===== config.mk =====
export PLATFORM = sky130hd
export DESIGN_NAME = imem_loader
export DESIGN_NICKNAME = d
export VERILOG_FILES = /design/src/rtl/imem_loader_pkg.sv /design/src/rtl/imem_loader_byte_pair.sv /design/src/rtl/imem_loader.sv
export SDC_FILE = /design/constraint.sdc
export NUM_CORES = 1
export LEC_CHECK = 0
export ABC_AREA = 1
export CORE_MARGIN = 10
export CORE_UTILIZATION = 54
export CTS_BUF_LIST = sky130_fd_sc_hd__clkbuf_16
export DETAILED_ROUTE_END_ITERATION = 10
export PLACE_DENSITY = 0.86
export SLEW_MARGIN = 20
export SYNTH_ARGS = -nofsm -noshare
export SYNTH_HDL_FRONTEND = slang
export SYNTH_SLANG_ARGS = --single-unit

===== constraint.sdc =====
create_clock -name clk -period 4.7 [get_ports clk]
set_clock_uncertainty 0.1 [all_clocks]
set_input_delay 0.94 -clock clk [delete_from_list [all_inputs] [get_ports clk]]
set_output_delay 0.94 -clock clk [all_outputs]
set_load 0.05 [all_outputs]

===== src/rtl/imem_loader_pkg.sv =====
// Shared state encoding for the boot-image loader.
// CHK_HI/CHK_LO exist only when IMEM_LOADER_CHECKSUM_EN is defined.
package imem_loader_pkg;

  localparam logic [2:0] ST_HDR_HI = 3'd0;
  localparam logic [2:0] ST_HDR_LO = 3'd1;
  localparam logic [2:0] ST_DAT_HI = 3'd2;
  localparam logic [2:0] ST_DAT_LO = 3'd3;
  localparam logic [2:0] ST_RUN    = 3'd4;
  localparam logic [2:0] ST_ERR    = 3'd5;
`ifdef IMEM_LOADER_CHECKSUM_EN
  localparam logic [2:0] ST_CHK_HI = 3'd6;
  localparam logic [2:0] ST_CHK_LO = 3'd7;
`endif

  typedef enum logic [2:0] {
    HDR_HI = ST_HDR_HI,
    HDR_LO = ST_HDR_LO,
    DAT_HI = ST_DAT_HI,
    DAT_LO = ST_DAT_LO,
    RUN    = ST_RUN,
    ERR    = ST_ERR
`ifdef IMEM_LOADER_CHECKSUM_EN
    ,
    CHK_HI = ST_CHK_HI,
    CHK_LO = ST_CHK_LO
`endif
  } state_e;

endpackage


===== src/rtl/imem_loader_byte_pair.sv =====
// Big-endian byte pairing: latches the high byte, exposes {hi,byte} combinationally
// and a registered word with a one-cycle valid strobe for the memory write.
module byte_pair (
  input  logic        clk,
  input  logic        rst_n,
  input  logic [7:0]  byte_i,
  input  logic        hi_we_i,
  input  logic        lo_we_i,
  output logic [15:0] pair_o,
  output logic [15:0] word_o,
  output logic        word_valid_o
);

  logic [7:0]  hi_q;
  logic [15:0] word_q;
  logic        valid_q;

  assign pair_o       = {hi_q, byte_i};
  assign word_o       = word_q;
  assign word_valid_o = valid_q;

  always_ff @(posedge clk or negedge rst_n) begin
    if (!rst_n) begin
      hi_q    <= 8'h00;
      word_q  <= 16'h0000;
      valid_q <= 1'b0;
    end else begin
      valid_q <= lo_we_i;
      if (hi_we_i) hi_q <= byte_i;
      if (lo_we_i) word_q <= pair_o;
    end
  end

endmodule


===== src/rtl/imem_loader.sv =====
// Serial boot loader: parses a big-endian word-count image into instruction memory,
// then releases the CPU. Optional checksum stage via IMEM_LOADER_CHECKSUM_EN.
import imem_loader_pkg::*;

module imem_loader #(
  parameter int DEPTH = 256,
  parameter int AW    = 8
) (
  input  logic          clk,
  input  logic          rst_n,
  input  logic [7:0]    rx_data,
  input  logic          rx_valid,
  input  logic          load_req,
  input  logic [15:0]   pc,
  output logic [AW-1:0] mem_addr,
  output logic [15:0]   mem_wdata,
  output logic          mem_we,
  output logic          cpu_reset,
  output logic          busy,
  output logic          error
);

  localparam logic [16:0] DEPTH_W = 17'(DEPTH);

  state_e        state_q, state_d;
  logic [AW:0]   addr_q, addr_d;
  logic [AW:0]   count_q, count_d;
  logic [AW-1:0] wr_addr_q, wr_addr_d;
  logic          done_q, done_d;
  logic [15:0]   pair;
  logic [15:0]   word;
  logic          word_valid;
  logic          hi_we, lo_we;
  logic [AW:0]   addr_inc;
  logic          last_word;
  logic          unused_pc;
`ifdef IMEM_LOADER_CHECKSUM_EN
  logic [15:0]   acc_q, acc_d;
`endif

  assign unused_pc = ^pc[15:AW];
  assign addr_inc  = addr_q + 1'b1;
  assign last_word = (addr_inc == count_q);

  assign hi_we = rx_valid && ((state_q == HDR_HI) || (state_q == DAT_HI)
`ifdef IMEM_LOADER_CHECKSUM_EN
                              || (state_q == CHK_HI)
`endif
                             );
  // done_q marks a final word whose write is still in flight; stray bytes are not words.
  assign lo_we = rx_valid && (state_q == DAT_LO) && !done_q;

  byte_pair u_byte_pair (
    .clk          (clk),
    .rst_n        (rst_n),
    .byte_i       (rx_data),
    .hi_we_i      (hi_we),
    .lo_we_i      (lo_we),
    .pair_o       (pair),
    .word_o       (word),
    .word_valid_o (word_valid)
  );

  always_ff @(posedge clk or negedge rst_n) begin
    if (!rst_n) state_q <= HDR_HI;
    else        state_q <= state_d;
  end

  always_comb begin
    state_d = state_q;
    unique case (state_q)
      HDR_HI: if (rx_valid) state_d = HDR_LO;
      HDR_LO: begin
        if (rx_valid) begin
          if (pair == 16'h0000) begin
`ifdef IMEM_LOADER_CHECKSUM_EN
            state_d = CHK_HI;
`else
            state_d = RUN;
`endif
          end else if ({1'b0, pair} > DEPTH_W) begin
            state_d = ERR;
          end else begin
            state_d = DAT_HI;
          end
        end
      end
      DAT_HI: if (rx_valid) state_d = DAT_LO;
      DAT_LO: begin
        // Without a checksum, RUN is entered only after the final write cycle so the
        // CPU never sees the memory port borrowed by the loader.
        if (done_q) begin
          state_d = RUN;
        end else if (rx_valid) begin
          if (last_word) begin
`ifdef IMEM_LOADER_CHECKSUM_EN
            state_d = CHK_HI;
`else
            state_d = DAT_LO;
`endif
          end else begin
            state_d = DAT_HI;
          end
        end
      end
      RUN: if (load_req) state_d = HDR_HI;
      ERR: if (load_req) state_d = HDR_HI;
`ifdef IMEM_LOADER_CHECKSUM_EN
      CHK_HI: if (rx_valid) state_d = CHK_LO;
      CHK_LO: if (rx_valid) state_d = (pair == acc_q) ? RUN : ERR;
`endif
      default: state_d = HDR_HI;
    endcase
  end

  always_comb begin
    cpu_reset = (state_q != RUN);
    busy      = (state_q != RUN);
    error     = (state_q == ERR);
  end

  always_comb begin
    addr_d    = addr_q;
    count_d   = count_q;
    wr_addr_d = wr_addr_q;
    done_d    = done_q;
`ifdef IMEM_LOADER_CHECKSUM_EN
    acc_d     = acc_q;
`endif
    if (state_q == HDR_HI) begin
      done_d = 1'b0;
`ifdef IMEM_LOADER_CHECKSUM_EN
      acc_d  = 16'h0000;
`endif
    end
    if ((state_q == HDR_LO) && rx_valid) begin
      count_d = pair[AW:0];
      addr_d  = '0;
    end
    if (lo_we) begin
      wr_addr_d = addr_q[AW-1:0];
      addr_d    = addr_inc;
`ifdef IMEM_LOADER_CHECKSUM_EN
      acc_d     = acc_q + pair;
`else
      done_d    = last_word;
`endif
    end
  end

  always_ff @(posedge clk or negedge rst_n) begin
    if (!rst_n) begin
      addr_q    <= '0;
      count_q   <= '0;
      wr_addr_q <= '0;
      done_q    <= 1'b0;
`ifdef IMEM_LOADER_CHECKSUM_EN
      acc_q     <= 16'h0000;
`endif
    end else begin
      addr_q    <= addr_d;
      count_q   <= count_d;
      wr_addr_q <= wr_addr_d;
      done_q    <= done_d;
`ifdef IMEM_LOADER_CHECKSUM_EN
      acc_q     <= acc_d;
`endif
    end
  end

  assign mem_we    = word_valid;
  assign mem_wdata = word;
  assign mem_addr  = word_valid ? wr_addr_q : pc[AW-1:0];

endmodule


==> results by group <==
Status
  – Status: finished, final reports clean

Timing
  – Pins Over Slew Limit: 0
  – Fmax: 0.294 GHz
  – Setup TNS: 0 ns
  – Worst-Margin Slew: 0.676 ns
  – Final worst-path setup slack: 1.30 ns
  – WHS: 0.388 ns
  – Fin crit period: 3.40 ns
  – Fin crit share: 0.724
  – RSZ-0062 raised after global routing: no
  – Final hold viol count: 0
  – Final count of negative-setup-slack endpoints: 0
  – Slew HR: 0.549

Route
  – Post-DR vias/cell: 5.13
  – DRT antenna net count: 0
  – TritonRoute pass-1 iters: 4
  – Via count: 2,220
  – Iteration-0 DRC Markers: 185
  – DR WL/cell: 13.6 µm
  – Residual DRC count: 0
  – Final wirelength: 5.88 mm

Synthesis
  – Syn. warnings: 0
  – Area fraction in compound gates after synthesis: 0.123
  – Cell variety after synth: 29
  – Fraction of registers with async set or reset after synthesis: 1.00
  – Number of synthesized flops with an enable pin: 0
  – Adder-Cell Fraction of Synth Area: 0.00476
  – Share of the yosys chip area belonging to registers: 0.524
  – Seq cells post-synth: 55
  – Avg Cell Area, Syn: 8.24 µm²
  – Top FF cell, synth: dfrtp_1
  – Xor/xnor share of the synthesized area: 0.00667
  – Cells after Synth: 319
  – Mapped Nets: 348
  – Largest family of logic cells by synthesized area: simple AND/OR/NAND/NOR gates
  – Mapped Area: 2630 µm²
  – Post-synthesis mux area share: 0.0300
  – Post-synthesis simple-gate area fraction: 0.236

Worst setup path
  – Worst path required time: 3.66 ns
  – Setup Crit Path Kind: input port to output port
  – Crit-path max cell delay: 0.81 ns
  – Crit-path leading delay family: buffers and inverters
  – Crit path arrival time: 2.36 ns
  – Worst Setup SP: pc[0]
  – CP endpoint kind: output port
  – Reg2reg start: state_q[0]
  – CP Cell Sequence: clkdlybuf4s50_1 -> nor2_1 -> a21oi_1 -> clkdlybuf4s50_1
  – CP Buf/Inv Count: 2
  – Worst-path maximum fanout: 1
  – Most frequent CP cell: clkdlybuf4s50_1
  – Startpoint Class: input port
  – CP max-delay cell: clkdlybuf4s50_1

Cells and area
  – # fillers: 371
  – Area of the multi-input gates: 1050 µm²
  – # diodes: 0
  – Reg area: 1380 µm²
  – Layout cells sized above 1: 0.0792
  – Area grow syn2layout: 24.9%
  – Final std cells w/o fill: 433
  – Final #Nets: 394
  – Final Util: 0.695

Clocking
  – PostCTS Resize Cnt: 0
  – Number of buffers created by CTS: 5
  – CTS tree: built
  – CTS clk-pin slew, worst paths: 0.07 ns
  – # hold bufs at CTS: 0
  – Clk_lat worst skew: 0.29 ns
  – Post-CTS Setup Inserts: 0
  – CTS Buffer Depth: 2
  – CTS sink count: 55
  – H-tree depth: 2
  – Root Buffer: clkbuf_16

Power
  – Pwr Density: 573 nW/µm²
  – Leak Pwr: 1.52 nW
  – Worst vdd ir: 387 µV

Die
  – Width of the die: 89.8 µm
  – Die Ht: 89.8 µm
  – Starting Density: 0.556
  – # IOs: 56
  – Die Area: 8060 µm²
  – Placeable Area: 4720 µm²
  – Rows: 25

Placement
  – Pre-CTS setup slack: 1.29 ns
  – IO buf count: 47
  – DP HPWL: 4.30 mm
  – Placer Congestion: 0.853
  – Placed cell count: 425

GRT
  – Gr usage total: 0.147
  – Vias in the first global route: 2,231
  – Largest net degree at the start of global routing: 56
  – First-pass GRT wire length: 10.2 mm
  – GR Overflow Total: 0
  – Initial antenna violation count: 0

Worst hold path
  – Worst Hold Class: register to register
  – Worst hold start: wr_addr_q[6]

Flow run
  – Max Cap Viol: 0
-- cell usage after synthesis, types with 2 or more instances --
cell type	number	area share
mux2_2	7	0.030
nor2_2	2	0.0048
o21bai_1	2	0.0057
inv_2	4	0.0057
nand4_1	4	0.0095
nor3_1	2	0.0038
nand2_1	92	0.13
nand3b_1	3	0.0086
inv_1	36	0.051
clkbuf_1	3	0.0043
nand3_1	19	0.036
o21ai_0	24	0.046
o21ai_1	25	0.048
buf_2	6	0.011
a21oi_1	3	0.0057
nor2_1	14	0.020
o22ai_1	4	0.0095
dfrtp_1	55	0.52
nor3_2	2	0.0076
nand2_2	3	0.0071
-- registers in the layout (all words and copies together), names as in the netlist --
name / cells
u_byte_pair.word_o: 16
addr_q: 9
count_q: 9
u_byte_pair.hi_q: 8
wr_addr_q: 8
state_q: 3
done_q: 1
u_byte_pair.word_valid_o: 1
-- metrics by stage --
step	power, mW	instance area [µm²]
3_3_place_gp	1.51	3140
2_1_floorplan	1.29	2630
4_1_cts	1.89	3280
6_report	1.88	3280
5_1_grt	2.01	3280
3_5_place_dp	1.54	3140
-- cells in the final DEF, fill, tap and decap left out, types with 5 or more instances in the layout --
cell type,n
clkbuf_16,5
mux2_2,7
nand2_1,92
inv_1,38
dfrtp_1,55
clkdlybuf4s50_1,46
o21ai_1,25
o21ai_0,24
nor2_1,14
nand3_1,19
-- per-layer routing --
| metal | routed length [µm] | up-vias | global-route usage |
|---|---|---|---|
| met5 | 0 | - | 0 |
| met4 | 59 | 0 | 0.0404 |
| met3 | 341 | 7 | 0.0432 |
| met2 | 2840 | 55 | 0.248 |
| met1 | 2640 | 1033 | 0.178 |
| li1 | - | 1125 | - |
-- power breakdown --
part           switching, mW  leakage [nW]  internal, mW
Clock                  0.157        0.0762         0.193
Sequential             0.114         0.725         0.635
Combinational          0.512         0.717         0.270
Total                  0.783          1.52          1.10
-- kinds of logic after synthesis --
kind of cell | Yosys count
adder cells (fa/ha/maj) | 1
buffers and inverters | 50
XOR/XNOR | 2
AO/OA/AOI/OAI | 61
AND/OR/NAND/NOR | 143
flip-flops | 55
multiplexers | 7
-- worst min-delay path, cell delays in order (launching register included) --
cell and delay [ns]:
dfrtp_1 0.34, nand2_1 0.05, o21ai_1 0.06
-- area by class of cell --
cell class                 instances  area share
inverter                          40      0.0458
timing repair buffer              49       0.146
sequential                        55       0.420
multi-input combinational        214       0.321
clock buffer                       5      0.0381
tap                               67      0.0256
clock inverter                     3     0.00381
-- final timing paths --
kind | endpoint | slack (ns) | depth (start not counted)
max in group asynchronous | u_byte_pair.word_o[12] | 3.37 | 2
hold reg to reg | wr_addr_q[6] | 0.39 | 2
setup reg to reg | addr_q[8] | 2.71 | 9
setup / recovery | mem_addr[0] | 1.30 | 4
hold / removal | wr_addr_q[6] | 0.39 | 2
min in group asynchronous | wr_addr_q[1] | 0.67 | 2
Power figures use the tool's default switching activity.
